### config.mk
export PLATFORM = sky130hd
export DESIGN_NAME = ps2_kbd_port_flat
export DESIGN_NICKNAME = d
export VERILOG_FILES = /design/src/rtl/ps2_pkg.sv /design/src/rtl/ps2_kbd_port_if.sv /design/src/rtl/ps2_fifo.sv /design/src/rtl/ps2_kbd_port.sv /design/src/flat_wrapper.sv
export SDC_FILE = /design/constraint.sdc
export NUM_CORES = 1
export LEC_CHECK = 0
export CORE_ASPECT_RATIO = 1.25
export CORE_MARGIN = 2
export CORE_UTILIZATION = 25
export CTS_CLUSTER_DIAMETER = 100
export DETAILED_ROUTE_END_ITERATION = 6
export GPL_TIMING_DRIVEN = 0
export PLACE_DENSITY = 0.39
export SKIP_LAST_GASP = 1
export SLEW_MARGIN = 0
export SYNTH_ARGS = -nofsm -noshare
export SYNTH_HDL_FRONTEND = slang
export SYNTH_SLANG_ARGS = --single-unit
### constraint.sdc
create_clock -name clk -period 6.6 [get_ports clk]
set_input_delay 1.32 -clock clk [delete_from_list [all_inputs] [get_ports clk]]
set_output_delay 1.32 -clock clk [all_outputs]
set_load 0.01 [all_outputs]
### src/rtl/ps2_pkg.sv
// Shared definitions for the PS/2 keyboard read port: receiver state encoding,
// output word width and the frame-validity rule.
package ps2_pkg;

  typedef enum logic [1:0] {
    IDLE   = 2'd0,
    DATA   = 2'd1,
    PARITY = 2'd2,
    STOP   = 2'd3
  } ps2_state_t;

  localparam logic [3:0] PS2_DEV_ADDR_NIBBLE = 4'hD;
  localparam int         PS2_OUT_W           = 9;
  localparam int         PS2_CODE_W          = 8;

  // A frame is accepted only with a high stop bit and odd parity over code+parity.
  function automatic logic frame_ok(input logic [PS2_CODE_W-1:0] code,
                                    input logic                  par,
                                    input logic                  stop);
    return stop & (^{code, par});
  endfunction

endpackage

### src/rtl/ps2_kbd_port_if.sv
// Bus/board-side signal bundle of the PS/2 keyboard port; the port itself takes
// the slave view, the bus decoder and board pins take the master view.
interface ps2_kbd_port_if import ps2_pkg::*; #(
  parameter int FIFO_DEPTH = 8
);
  localparam int CW = $clog2(FIFO_DEPTH) + 1;

  logic                 ps2_clk;
  logic                 ps2_data;
  logic                 rd_ack;
  logic                 clr_ovf;
  logic [PS2_OUT_W-1:0] ps2_out;
  logic                 frame_err;
  logic                 overflow;
  logic [CW-1:0]        fifo_count;

  modport master (
    output ps2_clk, ps2_data, rd_ack, clr_ovf,
    input  ps2_out, frame_err, overflow, fifo_count
  );

  modport slave (
    input  ps2_clk, ps2_data, rd_ack, clr_ovf,
    output ps2_out, frame_err, overflow, fifo_count
  );

endinterface

### src/rtl/ps2_fifo.sv
// Scan-code FIFO with wrap-bit pointers; a pop frees a slot for a push in the
// same cycle, and pop on empty is ignored.
module ps2_fifo import ps2_pkg::*; #(
  parameter  int DEPTH  = 8,
  parameter  int DATA_W = PS2_CODE_W,
  localparam int AW     = $clog2(DEPTH),
  localparam int CW     = AW + 1
) (
  input  logic              clk,
  input  logic              rst,
  input  logic              push,
  input  logic              pop,
  input  logic [DATA_W-1:0] din,
  output logic [DATA_W-1:0] dout,
  output logic              empty,
  output logic              full,
  output logic [CW-1:0]     count
);

  logic [DATA_W-1:0] r_mem [DEPTH];
  logic [CW-1:0]     r_wptr;
  logic [CW-1:0]     r_rptr;
  logic              w_pop_ok;
  logic              w_push_ok;

  assign empty     = (r_wptr == r_rptr);
  assign full      = (r_wptr[AW] != r_rptr[AW]) && (r_wptr[AW-1:0] == r_rptr[AW-1:0]);
  assign count     = r_wptr - r_rptr;
  assign dout      = r_mem[r_rptr[AW-1:0]];
  assign w_pop_ok  = pop & ~empty;
  assign w_push_ok = push & (~full | w_pop_ok);

  always_ff @(posedge clk or posedge rst) begin
    if (rst) begin
      r_wptr <= '0;
      r_rptr <= '0;
    end else begin
      if (w_push_ok) r_wptr <= r_wptr + 1'b1;
      if (w_pop_ok)  r_rptr <= r_rptr + 1'b1;
    end
  end

  always_ff @(posedge clk) begin
    if (w_push_ok) r_mem[r_wptr[AW-1:0]] <= din;
  end

endmodule

### src/rtl/ps2_kbd_port.sv
// PS/2 device-to-host receiver feeding a scan-code FIFO; presents {valid, code}
// for CPU reads and pops one code per read strobe.
module ps2_kbd_port import ps2_pkg::*; #(
  parameter int FIFO_DEPTH     = 8,
  parameter int TIMEOUT_CYCLES = 50000
) (
  input logic           clk,
  input logic           rst,
  ps2_kbd_port_if.slave bus
);

  localparam int              CW       = $clog2(FIFO_DEPTH) + 1;
  localparam int              TW       = $clog2(TIMEOUT_CYCLES) + 1;
  localparam logic [TW-1:0]   TMO_LAST = TW'(TIMEOUT_CYCLES - 1);

  logic                  r_clk_p0, r_clk_p1, r_clk_p2;
  logic                  r_dat_p0, r_dat_p1;
  ps2_state_t            r_state;
  logic [PS2_CODE_W-1:0] r_shift;
  logic [2:0]            r_bitcnt;
  logic                  r_parity;
  logic [TW-1:0]         r_tmo;
  logic                  r_frame_err;
  logic                  r_ovf;

  logic                  w_fe;
  logic                  w_push;
  logic                  w_ovf_evt;
  logic [PS2_CODE_W-1:0] w_dout;
  logic                  w_empty;
  logic                  w_full;
  logic [CW-1:0]         w_count;

  // stage p0/p1: metastability filter; p2: previous clock level for edge detect
  always_ff @(posedge clk or posedge rst) begin
    if (rst) begin
      r_clk_p0 <= 1'b1;
      r_clk_p1 <= 1'b1;
      r_clk_p2 <= 1'b1;
      r_dat_p0 <= 1'b1;
      r_dat_p1 <= 1'b1;
    end else begin
      r_clk_p0 <= bus.ps2_clk;
      r_clk_p1 <= r_clk_p0;
      r_clk_p2 <= r_clk_p1;
      r_dat_p0 <= bus.ps2_data;
      r_dat_p1 <= r_dat_p0;
    end
  end

  assign w_fe   = r_clk_p2 & ~r_clk_p1;
  assign w_push = w_fe && (r_state == STOP) && frame_ok(r_shift, r_parity, r_dat_p1);

  always_ff @(posedge clk or posedge rst) begin
    if (rst) begin
      r_state     <= IDLE;
      r_shift     <= '0;
      r_bitcnt    <= '0;
      r_parity    <= 1'b0;
      r_tmo       <= '0;
      r_frame_err <= 1'b0;
    end else begin
      r_frame_err <= 1'b0;
      if (w_fe) begin
        r_tmo <= '0;
        unique case (r_state)
          IDLE: begin
            if (!r_dat_p1) begin
              r_state  <= DATA;
              r_bitcnt <= '0;
            end
          end
          DATA: begin
            r_shift  <= {r_dat_p1, r_shift[PS2_CODE_W-1:1]};
            r_bitcnt <= r_bitcnt + 3'd1;
            if (r_bitcnt == 3'd7) r_state <= PARITY;
          end
          PARITY: begin
            r_parity <= r_dat_p1;
            r_state  <= STOP;
          end
          STOP: begin
            if (!frame_ok(r_shift, r_parity, r_dat_p1)) r_frame_err <= 1'b1;
            r_state <= IDLE;
          end
        endcase
      end else if (r_state != IDLE) begin
        // a stalled device abandons the partial frame
        if (r_tmo == TMO_LAST) begin
          r_state     <= IDLE;
          r_frame_err <= 1'b1;
          r_tmo       <= '0;
          r_bitcnt    <= '0;
          r_shift     <= '0;
        end else begin
          r_tmo <= r_tmo + 1'b1;
        end
      end
    end
  end

  // a full FIFO still accepts a push when the same cycle pops
  assign w_ovf_evt = w_push & w_full & ~bus.rd_ack;

  always_ff @(posedge clk or posedge rst) begin
    if (rst)            r_ovf <= 1'b0;
    else if (w_ovf_evt) r_ovf <= 1'b1;
    else if (bus.clr_ovf) r_ovf <= 1'b0;
  end

  ps2_fifo #(
    .DEPTH  (FIFO_DEPTH),
    .DATA_W (PS2_CODE_W)
  ) u_fifo (
    .clk   (clk),
    .rst   (rst),
    .push  (w_push),
    .pop   (bus.rd_ack),
    .din   (r_shift),
    .dout  (w_dout),
    .empty (w_empty),
    .full  (w_full),
    .count (w_count)
  );

  assign bus.ps2_out    = w_empty ? '0 : {1'b1, w_dout};
  assign bus.frame_err  = r_frame_err;
  assign bus.overflow   = r_ovf;
  assign bus.fifo_count = w_count;

endmodule

### src/flat_wrapper.sv
// flat-port wrapper written by rule: the top's interface ports become plain ports
module ps2_kbd_port_flat import ps2_pkg::*;
#(
  parameter int FIFO_DEPTH     = 8,
  parameter int TIMEOUT_CYCLES = 50000
)
  (clk, rst, bus_ps2_clk, bus_ps2_data, bus_rd_ack, bus_clr_ovf, bus_ps2_out, bus_frame_err, bus_overflow, bus_fifo_count);
  ps2_kbd_port_if #(.FIFO_DEPTH(FIFO_DEPTH)) bus_i ();
  input logic clk;
  input logic rst;
  input wire logic [$bits(bus_i.ps2_clk)-1:0] bus_ps2_clk;
  input wire logic [$bits(bus_i.ps2_data)-1:0] bus_ps2_data;
  input wire logic [$bits(bus_i.rd_ack)-1:0] bus_rd_ack;
  input wire logic [$bits(bus_i.clr_ovf)-1:0] bus_clr_ovf;
  output wire logic [$bits(bus_i.ps2_out)-1:0] bus_ps2_out;
  output wire logic [$bits(bus_i.frame_err)-1:0] bus_frame_err;
  output wire logic [$bits(bus_i.overflow)-1:0] bus_overflow;
  output wire logic [$bits(bus_i.fifo_count)-1:0] bus_fifo_count;
  assign bus_i.ps2_clk = bus_ps2_clk;
  assign bus_i.ps2_data = bus_ps2_data;
  assign bus_i.rd_ack = bus_rd_ack;
  assign bus_i.clr_ovf = bus_clr_ovf;
  assign bus_ps2_out = bus_i.ps2_out;
  assign bus_frame_err = bus_i.frame_err;
  assign bus_overflow = bus_i.overflow;
  assign bus_fifo_count = bus_i.fifo_count;
  ps2_kbd_port #(.FIFO_DEPTH(FIFO_DEPTH), .TIMEOUT_CYCLES(TIMEOUT_CYCLES)) u_core (.clk(clk), .rst(rst), .bus(bus_i));
endmodule
==> metrics <==
CP startpoint kind flop; DR WL/cell 16.88 µm; chip height 161.6 µm; EDFF count, synth 64; GRT Util Overall 11.70%; Synth top area share 38.70%; setup violators final 0; DR iter-0 viols 121; share of post-route cells with drive strength above 1 13.22%; Final #Nets 416; Hold Fails Final Rpt 0; Setup crit start u_core.u_fifo.r_rptr[1]$_DFFE_PP0P_; Pins Over Slew Limit 0; initial antenna violation count 0; Initial Util 25.51%; Max Clock Skew 6.866 ps; Mapped Cells 362; # diodes 0; drc violations 0; Synth warnings 0; top post-synthesis cells by area edfxtp_1 39%, dfrtp_1 21%, mux4_2 7.3%, ha_1 3.3%, nand2_1 2.9%; Synth Flop Type edfxtp_1; met3 GRT Util 1.756%; post-DP HPWL 7907 µm; setup repair bufs after CTS 0; WP data arrival 3630 ps; met1 global-route usage 13.87%; Critical Path RT 5280 ps; Post-Syn Area 4966 µm²; sequential-to-total area share from yosys stat 62.01%; RR Endpoint u_core.u_fifo.r_mem[1][5]$_DFFE_PP_; row cnt 57; Post-synth ARST share 41.82%; DIE AREA 21010 µm²; via/cell ratio 4.476; Worst R2R Start u_core.u_fifo.r_rptr[1]$_DFFE_PP0P_; Relative slew margins 42.37%; R2R cell count 10; achievable frequency 0.2018 GHz; Vias 2981; worst min path class flop to flop; Setup WS pre-CTS 1898 ps; Setup crit end bus_ps2_out[7]; cell taking the most area after synthesis edfxtp_1; first-pass GRT wire length 18290 µm; non-filler instance count after layout 666; Most Crowded Layer GR met2; Mapped Nets 382; Placement Cell Area 5533 µm²; Root Buffer clkbuf_16; crit end category output port; largest net degree at the start of global routing 31; critical path type flop to output port; GPL Wtd Cong 0.7851; Fin Setup TNS 0 ps; drt first pass iters 4; H-tree levels 3; clock-pin transition on the worst setup and hold timing paths 70 ps; Post-CTS Resized 0; syn avg cell area 13.72 µm²; CORE AREA 19470 µm²; Post-synth top cells 64 x edfxtp_1, 41 x dfrtp_1, 39 x nand2_1; Pleak 2.179 nW; DP Cell Count 650; Syn-to-layout area delta 18.01%; slew at the pin closest to its max-slew limit 857.9 ps; Worst Setup Slack, final 1645 ps; Max VDD drop 0.1314 mV; #FFs+latches synth 110; Top Ports 21; total grt overflow 0; Max Fanout on Critical Path 10; PD cells 402.6 nW/µm²; vias in the first global route 3224; FILL cells 1965; CTS tree done; clock sinks 110; final instance area 5861 µm²; total power 2.360 mW; worst skew pair latency 350 ps; R2R Setup Slk 2650 ps; period utilization 75.07%; clock buffer count from CTS 9; clk buf depth 2; Routed WL 11250 µm; status completed; most common cell in the netlist edfxtp_1; RSZ-0062 raised after global routing false; library cells used by synthesis 54; max_cap viols 0; met2 Use GR 21.04%; hold-fix buffers at CTS 0; IO buf count 20; Period minus WS final 4955 ps; Routed Antenna Nets 0; Die Wd 130.1 µm
==> metrics by stage <==
stage	utilization, %	hold slack [ps]
2_1_floorplan	-	345.2
3_3_place_gp	28.24	347.0
3_5_place_dp	28.42	351.0
4_1_cts	30.10	362.4
5_1_grt	30.10	364.7
6_report	30.10	359.7
==> how the worst min path moves through the flow <==
stage / cells after the start / slack [ps] / endpoint / startpoint
final: 0 / 360 / u_core.r_clk_p1$_DFF_PP1_ / u_core.r_clk_p0$_DFF_PP1_
after global routing: 0 / 360 / u_core.r_clk_p1$_DFF_PP1_ / u_core.r_clk_p0$_DFF_PP1_
after CTS: 0 / 360 / u_core.r_clk_p1$_DFF_PP1_ / u_core.r_clk_p0$_DFF_PP1_
after detailed placement: 0 / 350 / u_core.r_clk_p1$_DFF_PP1_ / u_core.r_clk_p0$_DFF_PP1_
after global placement: 0 / 350 / u_core.r_dat_p1$_DFF_PP1_ / u_core.r_dat_p0$_DFF_PP1_
after floorplan: 0 / 350 / u_core.r_clk_p1$_DFF_PP1_ / u_core.r_clk_p0$_DFF_PP1_
==> critical path, cell delays in order (launching register included) <==
cell and delay (ps):
dfrtp_1 410, clkbuf_1 550, clkbuf_1 590, inv_1 100, ha_1 320, and4_1 200, clkbuf_1 260, a21oi_1 270
clkdlybuf4s50_1 580
==> registers in the layout, summed over array words and instances (netlist names), 2 cells and up <==
| name | cells |
|---|---|
| u_core.u_fifo.r_wptr | 4 |
| u_core.u_fifo.r_rptr | 4 |
| u_core.r_tmo | 17 |
| u_core.r_shift | 8 |
| u_core.u_fifo.r_mem | 64 |
| u_core.r_bitcnt | 3 |
| u_core.r_state | 2 |
==> final cells by class <==
type,instances,area [µm²],area share [%]
buffer,15,58.81,1.003
clock inverter,7,102.6,1.751
sequential,110,3079,52.54
tap,265,331.6,5.658
clock buffer,9,225.2,3.843
inverter,15,56.30,0.9607
timing repair buffer,23,235.2,4.014
multi-input combinational,222,1772,30.23
==> layout by cell type (no fill, tap or decap), types with 13 or more instances in the layout <==
| master | n |
|---|---|
| a21oi_1 | 20 |
| clkdlybuf4s50_1 | 20 |
| dfrtp_1 | 41 |
| edfxtp_1 | 64 |
| ha_1 | 13 |
| mux4_2 | 16 |
| nand2_1 | 39 |
| nor2_1 | 23 |
| xnor2_1 | 13 |
==> cell families after synthesis <==
family          after synthesis  share of synthesized area, %
flops                       110                         62.01
simple gates                109                         10.73
compound gates               54                         7.508
buf+inv                      30                         2.318
xor+xnor                     26                         5.593
mux                          19                         8.163
fa+ha+maj                    14                         3.679
==> routing by layer <==
metal	routed length (µm)	vias up
met1	4769	1529
met4	167	0
met2	6125	33
met5	0	-
met3	181	10
li1	-	1409
==> where the power goes <==
group	internal, mW	switching (mW)	leakage, nW
Sequential	0.823	0.107	1.22
Combinational	0.415	0.415	0.793
Clock	0.338	0.261	0.162
Total	1.58	0.783	2.18
(Power assumes the default switching activity.)
